File: config.mk
export PLATFORM = sky130hd
export DESIGN_NAME = sample_pkt_stream_flat
export DESIGN_NICKNAME = d
export VERILOG_FILES = /design/src/rtl/sample_pkt_stream_pkg.sv /design/src/rtl/sample_pkt_stream_if.sv /design/src/rtl/sample_pkt_stream_fifo.sv /design/src/rtl/sample_pkt_stream.sv /design/src/flat_wrapper.sv
export SDC_FILE = /design/constraint.sdc
export NUM_CORES = 1
export LEC_CHECK = 0
export CAP_MARGIN = 20
export CORE_MARGIN = 1
export CORE_UTILIZATION = 50
export CTS_CLUSTER_DIAMETER = 150
export DETAILED_ROUTE_END_ITERATION = 10
export HOLD_SLACK_MARGIN = 0.1
export PLACE_DENSITY = 0.69
export SETUP_SLACK_MARGIN = 0.5
export SLEW_MARGIN = 0
export SYNTH_ARGS = -nofsm -noshare
export SYNTH_HDL_FRONTEND = slang
export SYNTH_SLANG_ARGS = --single-unit
File: constraint.sdc
create_clock -name clk -period 4.9 [get_ports clk]
set_input_delay 0.98 -clock clk [delete_from_list [all_inputs] [get_ports clk]]
set_output_delay 0.98 -clock clk [all_outputs]
set_load 0.1 [all_outputs]
File: src/rtl/sample_pkt_stream_pkg.sv
// Shared types and widths for the sample packetiser.
package sample_pkt_stream_pkg;

    localparam int DATA_W   = 32;
    localparam int SAMPLE_W = 16;

    typedef enum logic [1:0] {
        ST_IDLE      = 2'd0,
        ST_CAPTURE   = 2'd1,
        ST_HOLD_LAST = 2'd2,
        ST_DRAIN     = 2'd3
    } state_e;

    // One FIFO entry: packed data word plus its end-of-packet tag.
    typedef struct packed {
        logic              last;
        logic [DATA_W-1:0] data;
    } word_t;

endpackage

File: src/rtl/sample_pkt_stream_if.sv
// Outbound AXI-Stream bundle of the sample packetiser.
interface sample_pkt_stream_if;
    import sample_pkt_stream_pkg::*;

    logic [DATA_W-1:0] m_tdata;
    logic              m_tvalid;
    logic              m_tready;
    logic              m_tlast;

    modport master (output m_tdata, output m_tvalid, output m_tlast, input m_tready);
    modport slave  (input m_tdata, input m_tvalid, input m_tlast, output m_tready);
endinterface

File: src/rtl/sample_pkt_stream_fifo.sv
// Synchronous first-word-fall-through FIFO; head entry is visible while not empty.
module sample_fifo #(
    parameter int WIDTH = 33,
    parameter int DEPTH = 16
) (
    input  logic             clk,
    input  logic             rst,
    input  logic             push_i,
    input  logic [WIDTH-1:0] wdata_i,
    input  logic             pop_i,
    output logic [WIDTH-1:0] rdata_o,
    output logic             full_o,
    output logic             empty_o
);
    localparam int AW = $clog2(DEPTH);

    logic [WIDTH-1:0] mem_q [DEPTH];
    logic [AW-1:0]    wr_ptr_q, rd_ptr_q;
    logic [AW:0]      count_q;
    logic             do_push, do_pop;

    assign full_o  = (count_q == (AW+1)'(DEPTH));
    assign empty_o = (count_q == '0);
    assign rdata_o = mem_q[rd_ptr_q];

    // A push into a full FIFO only proceeds when the same-cycle pop frees a slot.
    assign do_pop  = pop_i & ~empty_o;
    assign do_push = push_i & (~full_o | do_pop);

    // Storage array; contents need no reset since empty gates visibility.
    always_ff @(posedge clk) begin
        if (do_push) mem_q[wr_ptr_q] <= wdata_i;
    end

    // Pointer and occupancy bookkeeping.
    always_ff @(posedge clk or posedge rst) begin
        if (rst) begin
            wr_ptr_q <= '0;
            rd_ptr_q <= '0;
            count_q  <= '0;
        end else begin
            if (do_push) wr_ptr_q <= wr_ptr_q + 1'b1;
            if (do_pop)  rd_ptr_q <= rd_ptr_q + 1'b1;
            case ({do_push, do_pop})
                2'b10:   count_q <= count_q + 1'b1;
                2'b01:   count_q <= count_q - 1'b1;
                default: count_q <= count_q;
            endcase
        end
    end

endmodule

File: src/rtl/sample_pkt_stream.sv
// Captures one packet of 16-bit samples per trigger toggle, packs pairs into
// 32-bit words and streams them out through a small FWFT FIFO.
module sample_pkt_stream
    import sample_pkt_stream_pkg::*;
#(
    parameter int PKT_WORDS  = 256,
    parameter int DECIM      = 1,
    parameter int FIFO_DEPTH = 16,
    parameter int OVF_W      = 16
) (
    input  logic                clk,
    input  logic                rst,
    input  logic [SAMPLE_W-1:0] sample_in,
    input  logic                trig_in,
    sample_pkt_stream_if.master m_axis,
    output logic                irq,
    output logic                busy,
    output logic [OVF_W-1:0]    overflow_cnt
);
    localparam int DEC_W  = (DECIM > 1) ? $clog2(DECIM) : 1;
    localparam int WCNT_W = $clog2(PKT_WORDS + 1);

    state_e              state_q, state_d;
    logic                trig_q;
    logic [DEC_W-1:0]    dec_cnt_q, dec_cnt_d;
    logic [WCNT_W-1:0]   wcnt_q, wcnt_d;
    logic                half_q, half_d;
    logic [SAMPLE_W-1:0] lo_q, lo_d;
    logic [DATA_W-1:0]   hold_q, hold_d;
    logic                irq_q, irq_d;
    logic                busy_q, busy_d;
    logic [OVF_W-1:0]    ovf_q, ovf_d;

    logic                trig_edge;
    logic [DATA_W-1:0]   cap_word;
    logic                push, pop;
    word_t               push_word, fifo_rdata;
    logic                fifo_full, fifo_empty;

    assign trig_edge = trig_in ^ trig_q;
    // Earlier sample of the pair sits in the low half.
    assign cap_word  = {sample_in, lo_q};
    assign pop       = m_axis.m_tready & ~fifo_empty;

    assign m_axis.m_tvalid = ~fifo_empty;
    assign m_axis.m_tdata  = fifo_empty ? '0 : fifo_rdata.data;
    assign m_axis.m_tlast  = ~fifo_empty & fifo_rdata.last;
    assign irq             = irq_q;
    assign busy            = busy_q;
    assign overflow_cnt    = ovf_q;

    // Next-state and capture/push decisions for the packet FSM.
    always_comb begin
        state_d   = state_q;
        dec_cnt_d = dec_cnt_q;
        wcnt_d    = wcnt_q;
        half_d    = half_q;
        lo_d      = lo_q;
        hold_d    = hold_q;
        irq_d     = 1'b0;
        busy_d    = busy_q;
        ovf_d     = ovf_q;
        push      = 1'b0;
        push_word = '0;
        case (state_q)
            ST_IDLE: begin
                // A trigger edge landing with the irq pulse is deliberately dropped.
                if (trig_edge && !irq_q) begin
                    state_d   = ST_CAPTURE;
                    dec_cnt_d = '0;
                    wcnt_d    = '0;
                    half_d    = 1'b0;
                    busy_d    = 1'b1;
                end
            end
            ST_CAPTURE: begin
                dec_cnt_d = (dec_cnt_q == DEC_W'(DECIM - 1)) ? '0 : dec_cnt_q + 1'b1;
                if (dec_cnt_q == '0) begin
                    if (!half_q) begin
                        lo_d   = sample_in;
                        half_d = 1'b1;
                    end else begin
                        half_d = 1'b0;
                        wcnt_d = wcnt_q + 1'b1;
                        if (wcnt_q == WCNT_W'(PKT_WORDS - 1)) begin
                            // The closing word is never lost: park it if no room.
                            if (!fifo_full) begin
                                push      = 1'b1;
                                push_word = '{last: 1'b1, data: cap_word};
                                state_d   = ST_DRAIN;
                            end else begin
                                hold_d  = cap_word;
                                state_d = ST_HOLD_LAST;
                            end
                        end else if (!fifo_full) begin
                            push      = 1'b1;
                            push_word = '{last: 1'b0, data: cap_word};
                        end else if (ovf_q != '1) begin
                            // Dropped words still count toward the packet length.
                            ovf_d = ovf_q + 1'b1;
                        end
                    end
                end
            end
            ST_HOLD_LAST: begin
                if (!fifo_full) begin
                    push      = 1'b1;
                    push_word = '{last: 1'b1, data: hold_q};
                    state_d   = ST_DRAIN;
                end
            end
            ST_DRAIN: begin
                if (m_axis.m_tvalid && m_axis.m_tready && m_axis.m_tlast) begin
                    state_d = ST_IDLE;
                    irq_d   = 1'b1;
                    busy_d  = 1'b0;
                end
            end
            default: state_d = ST_IDLE;
        endcase
    end

    // Registered FSM state, capture context and status outputs.
    always_ff @(posedge clk or posedge rst) begin
        if (rst) begin
            state_q   <= ST_IDLE;
            trig_q    <= 1'b0;
            dec_cnt_q <= '0;
            wcnt_q    <= '0;
            half_q    <= 1'b0;
            lo_q      <= '0;
            hold_q    <= '0;
            irq_q     <= 1'b0;
            busy_q    <= 1'b0;
            ovf_q     <= '0;
        end else begin
            state_q   <= state_d;
            trig_q    <= trig_in;
            dec_cnt_q <= dec_cnt_d;
            wcnt_q    <= wcnt_d;
            half_q    <= half_d;
            lo_q      <= lo_d;
            hold_q    <= hold_d;
            irq_q     <= irq_d;
            busy_q    <= busy_d;
            ovf_q     <= ovf_d;
        end
    end

    sample_fifo #(
        .WIDTH ($bits(word_t)),
        .DEPTH (FIFO_DEPTH)
    ) u_fifo (
        .clk     (clk),
        .rst     (rst),
        .push_i  (push),
        .wdata_i (push_word),
        .pop_i   (pop),
        .rdata_o (fifo_rdata),
        .full_o  (fifo_full),
        .empty_o (fifo_empty)
    );

endmodule
File: src/flat_wrapper.sv
// flat-port wrapper written by rule: the top's interface ports become plain ports
module sample_pkt_stream_flat import sample_pkt_stream_pkg::*;
#(
    parameter int PKT_WORDS  = 256,
    parameter int DECIM      = 1,
    parameter int FIFO_DEPTH = 16,
    parameter int OVF_W      = 16
)
  (clk, rst, sample_in, trig_in, irq, busy, overflow_cnt, m_axis_m_tdata, m_axis_m_tvalid, m_axis_m_tlast, m_axis_m_tready);
  sample_pkt_stream_if m_axis_i ();
  input  logic clk;
  input  logic rst;
  input  logic [SAMPLE_W-1:0] sample_in;
  input  logic trig_in;
  output logic irq;
  output logic busy;
  output logic [OVF_W-1:0] overflow_cnt;
  output wire logic [$bits(m_axis_i.m_tdata)-1:0] m_axis_m_tdata;
  output wire logic [$bits(m_axis_i.m_tvalid)-1:0] m_axis_m_tvalid;
  output wire logic [$bits(m_axis_i.m_tlast)-1:0] m_axis_m_tlast;
  input wire logic [$bits(m_axis_i.m_tready)-1:0] m_axis_m_tready;
  assign m_axis_m_tdata = m_axis_i.m_tdata;
  assign m_axis_m_tvalid = m_axis_i.m_tvalid;
  assign m_axis_m_tlast = m_axis_i.m_tlast;
  assign m_axis_i.m_tready = m_axis_m_tready;
  sample_pkt_stream #(.PKT_WORDS(PKT_WORDS), .DECIM(DECIM), .FIFO_DEPTH(FIFO_DEPTH), .OVF_W(OVF_W)) u_core (.clk(clk), .rst(rst), .sample_in(sample_in), .trig_in(trig_in), .m_axis(m_axis_i), .irq(irq), .busy(busy), .overflow_cnt(overflow_cnt));
endmodule
### After elaboration in Yosys (flattened, before gate mapping)

Memory sizes are Yosys's and may differ from the RTL's.
Index checks and enable logic that the tools add are counted.

* bitwise operators: 11
* reductions and logical operators: 17
* equality and inequality tests: 14
* multiplexer cells: 38
* $add $sub $neg: 7

Operators by type and width (number)
* two-way mux 33 bit: 5
* case mux 33 bit (2 select lines): 1
* two-way mux 32 bit: 2
* two-way mux 9 bit: 3
* case mux 9 bit (2 select lines): 1
* adder 16 x 1 -> 16 bit (second input constant): 1
* != test 16 bit (second input constant): 1
* two-way mux 1 bit: 14
* two-way mux 2 bit: 6
* AND reduction 6 bit: 2
* case mux 5 bit (2 select lines): 1
* adder 9 x 1 -> 9 bit (second input constant): 1
* == test 9 x 8 -> 1 bit (second input constant): 1
* AND reduction 3 bit: 3
* adder 4 x 1 -> 4 bit (second input constant): 2
* != test 2 x 1 -> 1 bit (second input constant): 4
* case mux 1 bit (2 select lines): 4
* case mux 2 bit (4 select lines): 1
* == test 2 bit (second input constant): 3
* nonzero test 2 bit: 3
* adder 5 x 1 -> 5 bit (second input constant): 1
* == test 5 bit (second input constant): 1
* logical NOT 5 bit: 1
* inverter 1 bit: 5
* 13 further kinds: 20

* input bits: 20
* memories kept: 1
* bits in registers: 93
* bits in writable memories: 528
* output and inout bits: 52
* logic and storage cells: 101

Memory list
* u_core.u_fifo.mem_q: words 16, width 33, read ports 1, clocked after Yosys merged registers in 0, wr ports 1, line sample_pkt_stream_fifo.sv:17 `logic [WIDTH-1:0] mem_q [DEPTH];`

### Longest topological paths before layout

Gate-level depths: netlist of run 1.

* word-level depth: 8
* depth in mapped cells: 15
* gate-level depth less buffers: 14

### Cells and area by module

Synthesis of run 1 repeated with hierarchy kept, for this count alone.

* cell total of the unflattened synthesis: 1291
* area, all modules: 24863.8 µm²

By module, submodules not included
* sample_fifo: cells each 905, sequential area each 16180.5 µm², instances 1, area each 20666.1 µm²
* sample_pkt_stream: cells each 386, sequential area each 1976.9 µm², instances 1, area each 4197.8 µm²

### Least setup slack after synthesis of run 1

OpenSTA, ideal clock, no wires.

* path kind: register to register
* start: register u_core.state_q[1]
* end: memory u_core.u_fifo.mem_q[0][0], enable pin
* arrival time: 4704 ps
* stages on the path, launching flop included: 8
* library setup time: 506 ps
* clock period less this slack: 5210 ps
* slack: -310 ps
* data required time: 4394 ps
* path buffers: 0
* cells stage by stage: dfrtp_1 -> inv_1 -> ha_1 -> and2_1 -> o21ai_0 -> a21oi_1 -> inv_1 -> nor4_1

* longest elaborated chain between the ends: 5
* elaborated cells on any way between the ends: 6
* those cells by class: 2 x eq/ne; 3 x mux; 1 x bitwise

Ends and longest elaborated chain
* start: declaration: line sample_pkt_stream.sv:23 `state_e state_q, state_d;`
* start signal: assignment: line sample_pkt_stream.sv:137 `state_q <= state_d;`
* == test 2 bit or == test 2 x 1 -> 1 bit (tied branches): line sample_pkt_stream.sv:65 `case (state_q)`
* case mux 1 bit (2 select lines) (*): line sample_pkt_stream.sv:65
* AND 1 bit (*): line sample_pkt_stream_fifo.sv:28 `assign do_push = push_i & (~full_o | do_pop);`
* two-way mux 1 bit (*): line sample_pkt_stream_fifo.sv:32 `if (do_push) mem_q[wr_ptr_q] <= wdata_i;`
* two-way mux 1 bit (not written as such) (*): line sample_pkt_stream_fifo.sv:32
* end: declaration: line sample_pkt_stream_fifo.sv:17

Mark *: on every way between the ends. The rest lies on a longest branch, timed or not.

### Worst setup path after layout of run 1

* start: register u_core.u_fifo.rd_ptr_q[0]
* end: output port m_axis_m_tdata[28]

* longest elaborated chain between the ends: 2

Ends and longest elaborated chain
* start: declaration: line sample_pkt_stream_fifo.sv:18 `logic [AW-1:0] wr_ptr_q, rd_ptr_q;`
* start signal: assignment: line sample_pkt_stream_fifo.sv:43 `if (do_pop) rd_ptr_q <= rd_ptr_q + 1'b1;`
* memory (16 x 33 bit)
* two-way mux 32 bit: line sample_pkt_stream.sv:46 `assign m_axis.m_tdata = fifo_empty ? '0 : fifo_rdata.data;`
* end: declaration: line flat_wrapper.sv:18 `output wire logic [$bits(m_axis_i.m_tdata)-1:0] m_axis_m_tdata;`

Every way passes these cells.

==> reports/metrics.yaml, run 1 <==
cts_buffers: 61
cts_root_buf: "clkbuf_16"
fin_nets: 1372
synth-compound-area-share_pct: 1.968
ys_ff_latch: 620
antenna_found_initial: 1
ios: 72
r2r_slack_ns: 1.05
leakagePower_nw: 9.627
drt.antenna.violating_nets: 0
fin_crit_ns: 4.136
synth.yosys.seq_area_share_pct: 73.43
finalCritPeriodShare_pct: 84.40
ir_drop_mv: 0.3952
final_layout_size_suffix_gt1_share_pct: 31.11
register_area_mm2: 0.01817
path_buf_inv: 2
cts-hold-fix-buffers: 0
wire_per_inst_um: 26.18
maxCapViolations: 0
cp.arrival_ns: 3.16
cp_top_family: "multiplexers"
synth_area_per_cell_um2: 20.50
required_ns: 3.92
ys.flop_type: "edfxtp_1"
start_util_pct: 50.62
yosys.area.top_type_share_pct: 64.12
die_w_um: 224.4
synth_largest_area_cell: "edfxtp_1"
rows: 81
crit_chain: "buf_4 > mux4_2 > mux4_2 > and2_1 > buf_4"
netlist_instances: 1206
dp_hpwl_um: 29410
port-buffer-count: 71
r2r_start: "u_core.state_q[1]"
chipHeight_um: 224.4
die_area_mm2: 0.05035
cts_buffer_depth: 3
cp-start-kind: "flip-flop"
dr_total_vias: 12010
final.setup.tns_ns: 0
status: "complete, no violations"
grt_pass1_wl_um: 80700
slew_headroom_pct: 27.96
power_mw: 18.06
hold_class: "reg -> reg"
hold_viol: 0
power_density_mw_per_mm2: 631.8
crit_fanout: 15
postPlaceCellArea_mm2: 0.02651
clk_pin_slew_ns: 0.06
core-area_mm2: 0.04885
worst-setup-path-type: "reg -> out"
synth_cell_type_count: 45
fin_area_mm2: 0.02858
cts_tree: "done"
crit_start: "u_core.u_fifo.rd_ptr_q[0]"
syn-cell-area_mm2: 0.02473
ys_warn_count: 0
rsz0062_at_grt: "no"
h-tree-depth: 2
dr.pass1.iters: 5
grt_overflow: 0
finClkSkew_ns: 0.01267
track_usage_pct: 22.04
tightest_slew_ns: 1.077
grt_pass1_vias: 12550
critical_path.slowest_cell: "dfrtp_4"
synth-async-reset-ratio_pct: 14.84
clock.fmax_mhz: 241.8
holdWs_ns: 0.4844
grt_max_degree: 65
setup_viol: 0
clk_latency_ns: 0.62
crit_path_max_incr_delay_ns: 0.67
place_congestion: 0.7607
muxShareOfSynthArea_pct: 17.50
drt_iter0_drc: 1140
area_delta_synth_final_pct: 15.58
fillCellCount: 3550
synth_top_family_by_area: "multiplexers"
route.detailed.drc: 0
synth_edf_count: 528
end_kind: "output pin"
multi_input_area_mm2: 0.006316
synth_simple_gate_area_share_pct: 4.007
drv_slew: 0
synth_nets: 1243
synthAdderAreaFrac_pct: 0.8601
hp-start: "u_core.wcnt_q[8]"
ys_top_cells_by_area: "edfxtp_1, mux4_2, dfrtp_1, mux2_2, and2_1"
wl_um: 53580
cts.sinks: 620
viasPerCell: 5.869
synth-xor-area-share_pct: 0.9209
[repair_timing]
| item | CTS | global route |
|---|---|---|
| resized for setup | 0 | 0 |
| buffers inserted | 1 | 0 |
| setup endpoints to repair | 2 | 0 |
[worst paths after layout]
kind / endpoint / cells after the start
min in group asynchronous: u_core.overflow_cnt[5] / 2
max reg2reg: u_core.u_fifo.mem_q[4][24] / 9
max: m_axis_m_tdata[28] / 5
min reg2reg: u_core.wcnt_q[8] / 2
max in group asynchronous: u_core.hold_q[2] / 3
min: u_core.wcnt_q[8] / 2
[state kept, by name (all words and copies together) (netlist names)]
signal and flops:
u_core.u_fifo.mem_q 528, u_core.hold_q 32, u_core.lo_q 16, u_core.overflow_cnt 16, u_core.wcnt_q 9, u_core.u_fifo.count_q 5
u_core.u_fifo.rd_ptr_q 4, u_core.u_fifo.wr_ptr_q 4, u_core.state_q 2, u_core.busy 1, u_core.half_q 1, u_core.irq 1
u_core.trig_q 1
[report_power, final]
group / total [mW] / internal [mW] / switching [mW]
clock: 4.70 / 2.77 / 1.93
sequential: 6.58 / 6.24 / 0.332
combinational: 6.78 / 2.26 / 4.53
total: 18.1 / 11.3 / 6.79
[cells in the final DEF, fill, tap and decap left out, types with 15 or more instances in the layout]
cell type,synthesis,final
ha_1,17,17
mux2_2,52,52
mux4_2,165,165
xnor2_1,16,16
dfrtp_1,92,88
clkbuf_16,0,63
buf_4,0,86
edfxtp_1,528,528
a22oi_1,34,34
inv_1,16,15
nand2_1,26,25
and2_1,48,40
nor2b_1,35,35
o21ai_0,17,17
clkdlybuf4s50_1,0,38
[tightest hold or removal path: stages (launching register included)]
cell and delay (ns):
dfrtp_1 0.34, nand2_1 0.05, o21ai_0 0.06
[stage by stage]
stage / cells / util, % / setup slack [ns]
3_5_place_dp: 1933 / 54.27 / 1.080
2_1_floorplan: 1206 / - / -0.3104
4_1_cts: 2044 / 58.47 / 0.7035
6_report: 2047 / 58.51 / 0.7643
3_3_place_gp: 1933 / 54.27 / 1.165
5_1_grt: 2046 / 58.50 / 0.6461
[cell type report]
cell class | count | share of cell area (%)
Multi-Input combinational cell | 505 | 22.10
Inverter | 16 | 0.2145
Sequential cell | 620 | 63.57
Timing Repair Buffer | 131 | 4.080
Clock inverter | 34 | 1.291
Clock buffer | 76 | 5.827
Tap cell | 664 | 2.907
Antenna cell | 1 | 0.008755
[cell usage after synthesis (all sizes together) (10+ instances only)]
library cell and count:
nor2 15, mux2 53, buf 24, mux4 165, nand3 12, inv 16
nor2b 35, clkbuf 41, o21ai 19, ha 17, and2 48, nand2 26
xnor2 16, xor2 10, a22oi 34, edfxtp 528, dfrtp 92
[per-layer routing]
| layer | GRT usage (%) | share of wire [%] |
|---|---|---|
| met5 | 0 | 0 |
| met4 | 5.991 | 1.7 |
| met3 | 3.396 | 6.0 |
| met2 | 36.28 | 50 |
| met1 | 30.96 | 42 |
[cell families (layout without fill, tap and decap cells)]
kind of cell / after synthesis / after routing
DFF: 620 / 620
other: 0 / 1
AOI/OAI and AO/OA: 73 / 73
adders and majority gates: 17 / 17
and+or+nand+nor: 170 / 170
xor gates and xnor gates: 26 / 26
muxes: 219 / 219
buffers and inverters: 81 / 257
Note: power is estimated with default switching activity, not from simulation.
==> run 2, diff against run 1 <==
==> constraint.sdc (replaced) <==
create_clock -name clk -period 3.5 [get_ports clk]
set_input_delay 0.7 -clock clk [delete_from_list [all_inputs] [get_ports clk]]
set_output_delay 0.7 -clock clk [all_outputs]
set_load 0.1 [all_outputs]
==> reports/metrics.yaml, run 2 (synthesis gave the netlist of run 1 again) <==
cts.sinks: 620
violations: "negative setup slack"
drv_slew: 0
place_congestion: 0.7425
cp-start-kind: "flip-flop"
h-tree-depth: 2
grt_pass1_wl_um: 81800
cts_root_buf: "clkbuf_16"
hold_viol: 0
antenna_found_initial: 2
grt_overflow: 0
slew_headroom_pct: 23.44
track_usage_pct: 22.59
worst-setup-path-type: "reg -> out"
dp_hpwl_um: 28030
setup_viol: 28
ios: 72
finClkSkew_ns: 0.01583
final.setup.tns_ns: -1.784
rsz0062_at_grt: "yes"
dp.cells: 1933
die_w_um: 224.4
hold_class: "reg -> reg"
cts_buffers: 59
antennaDiodeCount: 0
clk_pin_slew_ns: 0.06
start_util_pct: 50.62
tightest_slew_ns: 1.146
final_core_util_pct: 61.72
cp_top_family: "multiplexers"
ff2ff_path_depth: 8
largest_reg_flops: 528
drt.antenna.violating_nets: 0
cts_buffer_depth: 3
critical_path.slowest_cell: "dfrtp_4"
r2r_slack_ns: 0.78
clk_latency_ns: 0.61
dr.pass1.iters: 5
wl_um: 55680
multi_input_area_mm2: 0.006450
crit_path_max_incr_delay_ns: 0.49
grt_max_degree: 41
wire_per_inst_um: 26.65
final_layout_size_suffix_gt1_share_pct: 36.21
crit_chain: "buf_12 > buf_12 > buf_12 > clkbuf_16 > mux4_2 > mux4_2 > and2_4 > buf_12"
die_area_mm2: 0.05035
final_cell_mix: "edfxtp_1, mux4_2, dfrtp_1, clkbuf_16, buf_12"
layout_commonest_cell: "edfxtp_1"
power_density_mw_per_mm2: 942.1
final_cells: 2089
required_ns: 2.80
viasPerCell: 5.931
core-area_mm2: 0.04885
path_buf_inv: 5
dr_total_vias: 12390
register_area_mm2: 0.01817
end_kind: "output pin"
crit_top_cell: "buf_12"
cts_tree: "done"
ir_drop_mv: 0.5463
fillCellCount: 3355
status: "finished, violations left"
maxCapViolations: 0
path_depth: 8
drt_iter0_drc: 1130
fin_nets: 1411
rows: 81
cp.arrival_ns: 2.93
leakagePower_nw: 10.32
route.detailed.drc: 0
fin_crit_ns: 3.631
grt_pass1_vias: 12600
chipHeight_um: 224.4
clock.fmax_mhz: 275.4
top_register: "u_core.u_fifo.mem_q"
largestRegisters: "u_core.u_fifo.mem_q (528), u_core.hold_q (32)"
area_delta_synth_final_pct: 21.93
hold_depth: 1
port-buffer-count: 71
setup_slack_ns: -0.1309
crit_fanout: 7
finalCritPeriodShare_pct: 103.7
[run 2: worst paths after layout]
kind | from | end
max in group asynchronous | rst | u_core.u_fifo.wr_ptr_q[0]
setup reg to reg | u_core.state_q[1] | u_core.u_fifo.mem_q[0][21]
min in group asynchronous | rst | u_core.overflow_cnt[1]
hold reg to reg | u_core.wcnt_q[7] | u_core.wcnt_q[7]
setup / recovery | u_core.u_fifo.rd_ptr_q[0] | m_axis_m_tdata[14]
hold / removal | u_core.wcnt_q[7] | u_core.wcnt_q[7]
[run 2: power breakdown]
part           switching, mW  internal [mW]
clock                   2.72           4.07
sequential             0.263           8.74
combinational           7.14           5.47
total                   10.1           18.3
[run 2: cell type report]
class | instances | area share [%]
multi-input combinational | 505 | 21.39
inverter | 16 | 0.2116
timing repair buffer | 172 | 8.411
tap | 664 | 2.755
clock buffer | 67 | 5.137
clock inverter | 45 | 1.830
sequential | 620 | 60.26
[run 2: timing repair]
item / CTS / global route
gates resized for setup: 50 / 21
endpoints found under the setup margin: 35 / 36
cloned: 10 / 3
pin swaps: 1 / 0
setup buffers: 20 / 6
hold buffers: 0 / 0
[run 2: layer usage]
metal  up-vias  GRT usage, %  wire length, µm
li1       5256             -                -
met1      6546         31.08            22270
met2       481         37.13            27870
met3       102         4.455             4256
met4         4         6.210             1256
met5         -             0               21
[run 2: metrics by stage]
stage                     worst slack, ns  total power, mW  hold WS (ns)  instance area (µm²)
after floorplan                    0.2690            16.53        0.4474                24880
after global routing              -0.1981            29.35        0.5227                30150
after CTS                         -0.1456            28.38        0.4956                29940
final                             -0.1309            28.41        0.4963                30150
after detailed placement           0.4029            20.57        0.4878                27230
after global placement             0.4202            20.47        0.4597                27230
